<file path="config.mk">
export PLATFORM = sky130hd
export DESIGN_NAME = ring_rr_arbiter
export DESIGN_NICKNAME = d
export VERILOG_FILES = /design/src/rtl/ring_rr_arbiter.sv
export SDC_FILE = /design/constraint.sdc
export NUM_CORES = 1
export LEC_CHECK = 0
export ABC_AREA = 0
export CAP_MARGIN = 15
export CORE_ASPECT_RATIO = 1.25
export CORE_UTILIZATION = 44
export DETAILED_ROUTE_END_ITERATION = 8
export HOLD_SLACK_MARGIN = 0.15
export PLACE_DENSITY = 0.69
export SLEW_MARGIN = 20
export SYNTH_ARGS = -nofsm -noshare
export SYNTH_HDL_FRONTEND = slang
export SYNTH_SLANG_ARGS = --single-unit
</file>
<file path="constraint.sdc">
create_clock -name clk_2 -period 3.62 [get_ports clk_2]
set_input_delay 0.362 -clock clk_2 [delete_from_list [all_inputs] [get_ports clk_2]]
set_output_delay 0.362 -clock clk_2 [all_outputs]
set_load 0.02 [all_outputs]
</file>
<file path="src/rtl/ring_rr_arbiter.sv">
// Round-robin arbiter with a one-hot priority ring, registered grant,
// hold timeout and a one-cycle dead gap after every grant.
module ring_rr_arbiter #(
  parameter int NREQ     = 4,
  parameter int MAX_HOLD = 8
) (
  input  logic                    clk_2,
  input  logic                    reset,
  input  logic [NREQ-1:0]         req,
  output logic [NREQ-1:0]         grant,
  output logic [$clog2(NREQ)-1:0] owner,
  output logic                    busy,
  output logic                    timeout
);

  localparam int OW = $clog2(NREQ);
  localparam int HW = $clog2(MAX_HOLD);

  typedef enum logic [1:0] {
    S_IDLE,
    S_GRANT,
    S_GAP
  } state_t;

  state_t          r_state;
  state_t          w_state_nxt;
  logic [NREQ-1:0] r_grant;
  logic [NREQ-1:0] w_grant_nxt;
  logic [OW-1:0]   r_owner;
  logic [OW-1:0]   w_owner_nxt;
  logic [NREQ-1:0] r_prio;
  logic [NREQ-1:0] w_prio_nxt;
  logic [HW-1:0]   r_hcnt;
  logic [HW-1:0]   w_hcnt_nxt;
  logic            r_busy;
  logic            w_busy_nxt;
  logic            r_timeout;
  logic            w_timeout_nxt;

  logic [OW-1:0]   w_pidx;
  logic            w_hit;
  logic [OW-1:0]   w_sel;
  logic [NREQ-1:0] w_sel_oh;
  logic            w_own_req;
  logic            w_hold_max;
  logic [NREQ-1:0] w_rot;

  always_comb begin
    w_pidx = '0;
    for (int i = 0; i < NREQ; i++) begin
      if (r_prio[i]) begin
        w_pidx = OW'(i);
      end
    end
  end

  // circular scan starting at the priority holder
  always_comb begin
    logic [OW-1:0] v_idx;
    int            v_j;
    w_hit = 1'b0;
    w_sel = '0;
    v_idx = '0;
    v_j   = 0;
    for (int k = 0; k < NREQ; k++) begin
      v_j   = (int'(w_pidx) + k) % NREQ;
      v_idx = OW'(v_j);
      if (!w_hit && req[v_idx]) begin
        w_hit = 1'b1;
        w_sel = v_idx;
      end
    end
  end

  assign w_sel_oh   = NREQ'(1) << w_sel;
  assign w_own_req  = req[r_owner];
  assign w_hold_max = (r_hcnt == HW'(MAX_HOLD - 1));
  assign w_rot      = {r_grant[NREQ-2:0], r_grant[NREQ-1]};

  always_comb begin
    w_state_nxt   = r_state;
    w_grant_nxt   = r_grant;
    w_owner_nxt   = r_owner;
    w_prio_nxt    = r_prio;
    w_hcnt_nxt    = r_hcnt;
    w_timeout_nxt = 1'b0;
    unique case (r_state)
      S_IDLE, S_GAP: begin
        w_grant_nxt = '0;
        w_state_nxt = S_IDLE;
        if (w_hit) begin
          w_grant_nxt = w_sel_oh;
          w_owner_nxt = w_sel;
          w_hcnt_nxt  = '0;
          w_state_nxt = S_GRANT;
        end
      end
      S_GRANT: begin
        if (!w_own_req || w_hold_max) begin
          w_grant_nxt   = '0;
          w_prio_nxt    = w_rot;
          w_state_nxt   = S_GAP;
          w_timeout_nxt = w_own_req;
        end else begin
          w_hcnt_nxt = r_hcnt + HW'(1);
        end
      end
      default: begin
        w_grant_nxt = '0;
        w_state_nxt = S_IDLE;
      end
    endcase
    w_busy_nxt = (w_state_nxt != S_IDLE);
  end

  always_ff @(posedge clk_2) begin
    if (reset) begin
      r_state   <= S_IDLE;
      r_grant   <= '0;
      r_owner   <= '0;
      r_prio    <= NREQ'(1);
      r_hcnt    <= '0;
      r_busy    <= 1'b0;
      r_timeout <= 1'b0;
    end else begin
      r_state   <= w_state_nxt;
      r_grant   <= w_grant_nxt;
      r_owner   <= w_owner_nxt;
      r_prio    <= w_prio_nxt;
      r_hcnt    <= w_hcnt_nxt;
      r_busy    <= w_busy_nxt;
      r_timeout <= w_timeout_nxt;
    end
  end

  assign grant   = r_grant;
  assign owner   = r_owner;
  assign busy    = r_busy;
  assign timeout = r_timeout;

endmodule

</file>
==> out/results.md, run 1 <==
| Stage | Parameter | This run |
|---|---|---|
| status | Status | complete, no violations |
| power | Peak supply drop | 0.000308 V |
| floorplan | Horizontal die dimension | 39.3 um |
| sta | Total Neg Setup Slack | 0 ns |
| setup path | Data arrival at the endpoint of the critical path | 2.48 ns |
| synth | Library cells used by synthesis | 30 |
| placed design | Input/output buffers | 13 |
| clock network | Latest clock arrival within the worst-skew pair | 0.28 ns |
| min path | Path category of the worst min-delay check | register to register |
| route | Post-route ant nets | 0 |
| layout | Final Core Density | 58.5% |
| layout | Final-stage net count | 107 |
| clock network | Hold buffer count at cts | 0 |
| global routing | Overall routing resource usage | 18.9% |
| layout | Fill cell instance count of the final layout | 141 |
| clock network | Clock tree from TritonCTS | built |
| clock network | Clock-pin slew of the registers on the worst-case setup and hold paths | 0.09 ns |
| synth | Number of synthesized register bits | 16 |
| sta | Post-layout worst setup margin | 1.35 ns |
| global routing | Initial antenna violation count | 0 |
| sta | Share of the clock period used by the worst path | 62.7% |
| clock network | CTS Root Buffer Type | clkbuf_4 |
| global routing | Pin count of the biggest net entering global routing | 15 |
| clock network | Post-CTS sizing | 0 |
| floorplan | Die footprint | 0.00191 mm^2 |
| clock network | Post-CTS Setup Bufs | 0 |
| placed design | Minimum setup slack after placement | 1.08 ns |
| clock network | Number of clock buffers inserted by TritonCTS | 3 |
| setup path | R2R cell count | 5 |
| sta | RSZ-0062 raised after global routing | false |
| global routing | Via count of the first global-routing pass | 582 |
| clock network | Sink count of the clock tree | 16 |
| route | Vias after detailed routing | 656 |
| floorplan | Cell Rows | 16 |
| floorplan | Number of top-level pins | 14 |
| route | Routed via count divided by cell count | 5.70 |
| clock network | Worst-case clock buffer depth | 2 |
| route | Total Routed Length | 1570 um |
| floorplan | Vertical die dimension | 48.6 um |
| global routing | Global route total overflow | 0 |
| setup path | Type of the worst setup path | input port to register |
| flow run | Max-Cap Viols | 0 |
| synth | Sequential-to-total area share from yosys stat | 41.8% |
| layout | Number of inserted diodes | 0 |
| power | P per Cell Area | 391 mW/mm^2 |
| synth | Netlist area before placement | 766 um^2 |
| layout | Synthesis-to-finish area growth | 22.4% |
| setup path | Nature of the critical path startpoint | input port |
| sta | Final count of negative-setup-slack endpoints | 0 |
| synth | Post-synthesis instance total | 82 |
| min path | Instance count along the most critical hold path | 2 |
| setup path | Kind of end point of the critical path | register |
| setup path | Critical path required time | 3.84 ns |
| route | Number of detailed-route iterations in the first pass | 4 |
| route | DRC errors left | 0 |
| synth | Warnings, synthesis | 0 |
| synth | Synthesized net count | 90 |
| sta | Slew @ Worst Pin | 0.518 ns |
| setup path | Crit-path max FO | 8 |
| power | Static Leakage | 0.363 nW |
| sta | Max_slew headroom | 65.3% |
| synth | Mean Syn Cell Area | 9.34 um^2 |
| sta | Top achievable clock speed | 441 MHz |
| power | Total Power | 0.366 mW |
| global routing | Wire length of the first global-routing pass | 2540 um |
| route | Wire length per cell after detailed routing | 13.6 um |
| layout | Fraction of final layout cells with drive strength greater than 1 | 7.22% |
| route | Initial drt markers | 24 |
| sta | Hold slack final | 0.461 ns |
| floorplan | Initial standard-cell utilization of the core | 47.8% |
| placed design | Final weighted congestion in routability-driven placement | 0.696 |
| layout | Most frequent standard cell in the layout excluding fill and tap cells | dfxtp_1 |
| sta | Clk_skew | 0.0106 ns |
| placed design | Hpwl dp | 1110 um |
| sta | Fin. max-slew vios | 0 |
| clock network | Deepest level of the CTS H-tree | 1 |
| sta | Min cycle time layout | 2.27 ns |
| floorplan | Core Box Area | 0.00160 mm^2 |
| sta | Hold violation count in the final report | 0 |
| layout | Most frequent cells in the layout | dfxtp_1 (16), nor2_1 (13), clkdlybuf4s50_1 (13) |
worst max-delay path, cell delays in order:
cell and delay [ns]:
clkdlybuf4s50_1 0.62, and3b_1 0.23, or4_1 0.50, a2111oi_1 0.38
a311o_2 0.24, a32o_1 0.16
power by group:
group / leakage, nW / internal (mW) / total [mW] / switching, mW
combinational: 0.219 / 0.0390 / 0.0821 / 0.0431
clock: 0.0138 / 0.0385 / 0.0888 / 0.0503
sequential: 0.131 / 0.187 / 0.195 / 0.00837
total: 0.363 / 0.264 / 0.366 / 0.102
synthesized netlist by cell type:
master | n | share of area (%)
a2111oi_1 | 1 | 1.3
a211oi_1 | 2 | 2.0
a211oi_2 | 2 | 3.3
a21o_1 | 1 | 0.98
a21oi_1 | 7 | 4.6
a2bb2oi_1 | 1 | 1.1
a311o_2 | 1 | 1.5
a32o_1 | 2 | 2.6
and2_1 | 2 | 1.6
and2b_1 | 1 | 0.98
and3b_1 | 1 | 1.1
clkbuf_1 | 1 | 0.49
dfxtp_1 | 16 | 42
ha_1 | 2 | 3.3
inv_1 | 4 | 2.0
mux2i_1 | 3 | 3.9
mux4_1 | 1 | 3.4
nand2_1 | 5 | 2.5
nand2b_1 | 1 | 0.82
nand3_1 | 1 | 0.65
nand3b_1 | 3 | 2.9
nor2_1 | 13 | 6.4
nor2b_1 | 2 | 1.6
nor3_1 | 1 | 0.65
nor3b_1 | 1 | 0.98
o21ai_0 | 3 | 2.0
o22a_1 | 1 | 1.1
o41ai_2 | 1 | 2.1
or4_1 | 1 | 0.98
or4b_1 | 1 | 1.3
cell families (layout without fill, tap and decap cells):
logic type | count (synthesis) | after routing | share of synthesized area [%]
buffers and inverters | 5 | 20 | 2.45
flip-flops | 16 | 16 | 41.8
AND/OR/NAND/NOR | 33 | 33 | 22.5
adder cells (fa/ha/maj) | 2 | 2 | 3.27
AO/OA/AOI/OAI | 22 | 22 | 22.5
multiplexers | 4 | 4 | 7.35
registers in the layout, indices dropped and copies added (netlist names):
signal	cells
busy	1
grant	4
owner	2
r_hcnt	3
r_prio	3
r_state	2
timeout	1
cell type report:
type	instances	area [um^2]	area share, %
repair buffers	13	130	13.9
inverters	4	15.0	1.60
well taps	18	22.5	2.40
multi-input cells	61	427	45.5
clock buffers	3	22.5	2.40
flip-flops and latches	16	320	34.2
per-stage QoR:
stage	area (um^2)	std cells
2_1_floorplan	766	82
3_3_place_gp	915	112
3_5_place_dp	915	112
4_1_cts	937	115
5_1_grt	937	115
6_report	937	115
worst paths after layout:
check	from	endpoint	slack (ns)
worst max register to register	r_prio[2]	grant[3]	1.65
worst max-delay path	req[1]	grant[2]	1.35
worst min-delay path	r_hcnt[1]	r_hcnt[1]	0.46
worst min register to register	r_hcnt[1]	r_hcnt[1]	0.46
routing by layer:
layer | track usage [%] | wire, um
met2 | 27.2 | 717
met4 | 8.62 | 28
met3 | 4.13 | 56
met5 | 0 | 0
met1 | 26.5 | 765
Note: power is estimated with default switching activity, not from simulation.
==> inputs of run 2 (changes only) <==
--- a/config.mk
+++ b/config.mk
@@ -11,7 +11,7 @@
 export CORE_UTILIZATION = 44
 export DETAILED_ROUTE_END_ITERATION = 8
 export HOLD_SLACK_MARGIN = 0.15
-export PLACE_DENSITY = 0.69
+export PLACE_DENSITY = 0.72
 export SLEW_MARGIN = 20
 export SYNTH_ARGS = -nofsm -noshare
 export SYNTH_HDL_FRONTEND = slang
==> constraint.sdc (replaced) <==
create_clock -name clk_2 -period 2 [get_ports clk_2]
set_input_delay 0.2 -clock clk_2 [delete_from_list [all_inputs] [get_ports clk_2]]
set_output_delay 0.2 -clock clk_2 [all_outputs]
set_load 0.02 [all_outputs]
==> run 2 against run 1 <==
Net effect: utilization increased by 6.1 points; power increased by 100%; highest routed layer unchanged; final cell count increased by 9.6%.
==> out/results.md, run 2 (same netlist as run 1, synthesis figures left out) <==
| Stage | Parameter | This run | Delta |
|---|---|---|---|
| sta | Final count of negative-setup-slack endpoints | 0 | unchanged |
| setup path | R2R cell count | 5 | unchanged |
| setup path | R2r setup slk | 0.08 ns | -1.57 ns |
| placed design | Input/output buffers | 13 | unchanged |
| power | Static Leakage | 0.422 nW | +16% |
| setup path | Kind of end point of the critical path | register |  |
| setup path | Critical register-to-register path endpoint | grant[3] |  |
| route | Total Routed Length | 1570 um | about the same |
| sta | Hold violation count in the final report | 0 | unchanged |
| setup path | Critical path, cell by cell | clkdlybuf4s50_1 -> and3b_1 -> or4_4 -> a311o_2 -> o41ai_2 |  |
| clock network | Latest clock arrival within the worst-skew pair | 0.29 ns | about the same |
| setup path | Max stage delay on crit path | 0.51 ns | -0.11 ns |
| power | Share of power burned in combinational logic | 23.3% | +0.9 points |
| clock network | CTS Root Buffer Type | clkbuf_4 |  |
| sta | Top achievable clock speed | 517 MHz |  |
| route | Detailed-routed wire length on met3 | 67 um | +20% |
| min path | Path category of the worst min-delay check | register to register |  |
| power | Pint | 0.538 mW | +100% |
| route | DRC errors left | 0 | unchanged |
| global routing | Overall routing resource usage | 19.2% | +0.29 points |
| setup path | Cell family with most CP delay | compound AO/OA/AOI/OAI gates |  |
| sta | Slew @ Worst Pin | 0.320 ns | -0.199 ns |
| floorplan | Number of top-level pins | 14 | unchanged |
| power | Sw Ratio | 27.1% | -0.67 points |
| global routing | Global route total overflow | 0 | unchanged |
| flow run | Max-Cap Viols | 0 | unchanged |
| setup path | Cell type of the slowest stage on the worst timing path | clkdlybuf4s50_1 |  |
| global routing | Pin count of the biggest net entering global routing | 10 | -5 |
| placed design | Final weighted congestion in routability-driven placement | 0.714 | +2.6% |
| sta | Fin. max-slew vios | 0 | unchanged |
| layout | Fraction of final layout cells with drive strength greater than 1 | 18.5% | +11 points |
| clock network | Clock-pin slew of the registers on the worst-case setup and hold paths | 0.09 ns | about the same |
| clock network | Clock tree from TritonCTS | built |  |
| global routing | Via count of the first global-routing pass | 630 | +8.2% |
| sta | Max_slew headroom | 78.7% | +13 points |
| global routing | Initial antenna violation count | 0 | unchanged |
| layout | Most frequent standard cell in the layout excluding fill and tap cells | dfxtp_1 |  |
| setup path | Count of cell instances traversed by the critical path | 5 | -1 |
| setup path | Destination of the critical timing path | grant[3] |  |
| floorplan | Initial standard-cell utilization of the core | 47.8% | unchanged |
| layout | Number of flip-flops under the largest register name | 4 | unchanged |
| placed design | Hpwl dp | 1170 um | +5.6% |
| layout | Number of inserted diodes | 0 | unchanged |
| clock network | Post-CTS Setup Bufs | 0 | unchanged |
| power | Peak supply drop | 0.000432 V | +40% |
| route | Routed via count divided by cell count | 5.61 | -1.6% |
| sta | Min cycle time layout | 1.93 ns |  |
| route | Wire length per cell after detailed routing | 12.5 um | -8.7% |
| layout | Final Core Density | 64.6% | +6.1 points |
| setup path | Critical path required time | 2.20 ns | -1.64 ns |
| power | Part of the total power dissipated in the clock network | 29.0% | +4.8 points |
| floorplan | Die footprint | 0.00191 mm^2 | unchanged |
| setup path | Worst setup path start | req[1] |  |
| clock network | Number of clock buffers inserted by TritonCTS | 3 | unchanged |
| setup path | Crit-path max FO | 5 | -3 |
| global routing | Wire length of the first global-routing pass | 2650 um | +4.3% |
| clock network | Deepest level of the CTS H-tree | 1 | unchanged |
| power | Total Power | 0.739 mW | +100% |
| route | Number of detailed-route iterations in the first pass | 4 | unchanged |
| floorplan | Core Box Area | 0.00160 mm^2 | unchanged |
| power | Sequential Power Share | 47.7% | -5.6 points |
| route | Initial drt markers | 7 | -71% |
| layout | Most frequent cells in the layout | dfxtp_1 (16), nor2_1 (13), clkdlybuf4s50_1 (13) |  |
| sta | Share of the clock period used by the worst path | 96.6% |  |
| status | Status | complete, no violations |  |
| layout | Synthesis-to-finish area growth | 35.1% |  |
| setup path | WP buf/inv | 1 | unchanged |
| power | Reported net switching power | 0.200 mW | +97% |
| clock network | Sink count of the clock tree | 16 | unchanged |
| setup path | Nature of the critical path startpoint | input port |  |
| setup path | Data arrival at the endpoint of the critical path | 2.14 ns | -0.34 ns |
| setup path | Type of the worst setup path | input port to register |  |
| floorplan | Vertical die dimension | 48.6 um | unchanged |
| clock network | Worst-case clock buffer depth | 2 | unchanged |
| floorplan | Cell Rows | 16 | unchanged |
| route | Highest layer used for signal routing | met4 |  |
| route | Post-route ant nets | 0 | unchanged |
| setup path | Crit Reg-Reg Startpoint | r_prio[1] |  |
| layout | Final-stage net count | 117 | +9.3% |
| route | Routed met2 length | 729 um | +1.7% |
| floorplan | Horizontal die dimension | 39.3 um | unchanged |
| route | Met1 Wirelength | 749 um | -2.1% |
| sta | Clk_skew | 0.00242 ns | -0.00820 ns |
| route | Vias after detailed routing | 707 | +7.8% |
| power | P per Cell Area | 714 mW/mm^2 | +83% |
| sta | RSZ-0062 raised after global routing | false |  |
run 2: changes by cell type in the layout (fill, tap and decap cells not counted):
cell / delta
a2111oi_1: -1
a2111oi_2: +1
buf_4: +10
clkbuf_8: +1
or4_1: -1
or4_4: +1
run 2: power by group through the flow:
stage,registers [mW],logic (mW),clock network [mW]
2_1_floorplan,0.374,0.0778,0
3_3_place_gp,0.360,0.166,0
3_5_place_dp,0.360,0.169,0
4_1_cts,0.353,0.170,0.217
5_1_grt,0.356,0.189,0.232
6_report,0.353,0.172,0.214
run 2: what timing repair did:
action                     4_1_cts  5_1_grt
gates resized for setup          0        2
hold buffers                     0        0
setup endpoints to repair        0        5
run 2: cell type report:
type	count	area, um^2
clock buffer	4	36.3
fill	140	567
inverter	4	15.0
multi-input combinational	61	435
sequential	16	320
tap	18	22.5
timing repair buffer	23	205
run 2: worst reg2reg max path, delay by kind of cell, from the launching register on:
kind / cells / cell delay, ns
AOI/OAI and AO/OA: 4 / 0.92
DFF: 1 / 0.35
and+or+nand+nor: 1 / 0.55
run 2: how the worst min path moves through the flow:
stage	cells past startpoint	slack (ns)	start	end
finish	2	0.46	r_hcnt[2]	r_hcnt[2]
floorplan	1	0.28	reset	r_state[1]
detailed placement	2	0.44	grant[3]	grant[3]
global placement	2	0.44	r_hcnt[1]	r_hcnt[1]
global route	2	0.49	r_hcnt[1]	r_hcnt[1]
CTS	2	0.47	r_hcnt[2]	r_hcnt[2]
run 2: per-layer routing:
layer / up-vias / global-route usage [%]
li1: 357 / -
met1: 328 / 26.2
met2: 18 / 29.2
met3: 4 / 4.13
met4: 0 / 6.90
met5: - / 0
run 2: through the flow:
stage / std cells / hold slack (ns) / instance area [um^2] / worst slack, ns / TNS [ns]
finish: 126 / 0.464 / 1030 / 0.0671 / 0
global placement: 122 / 0.443 / 990 / -0.207 / -1.04
global route: 126 / 0.489 / 1030 / 0.0273 / 0
CTS: 126 / 0.468 / 1030 / 0.0637 / 0
floorplan: 82 / 0.279 / 766 / 0.159 / 0
detailed placement: 122 / 0.435 / 990 / -0.234 / -1.25
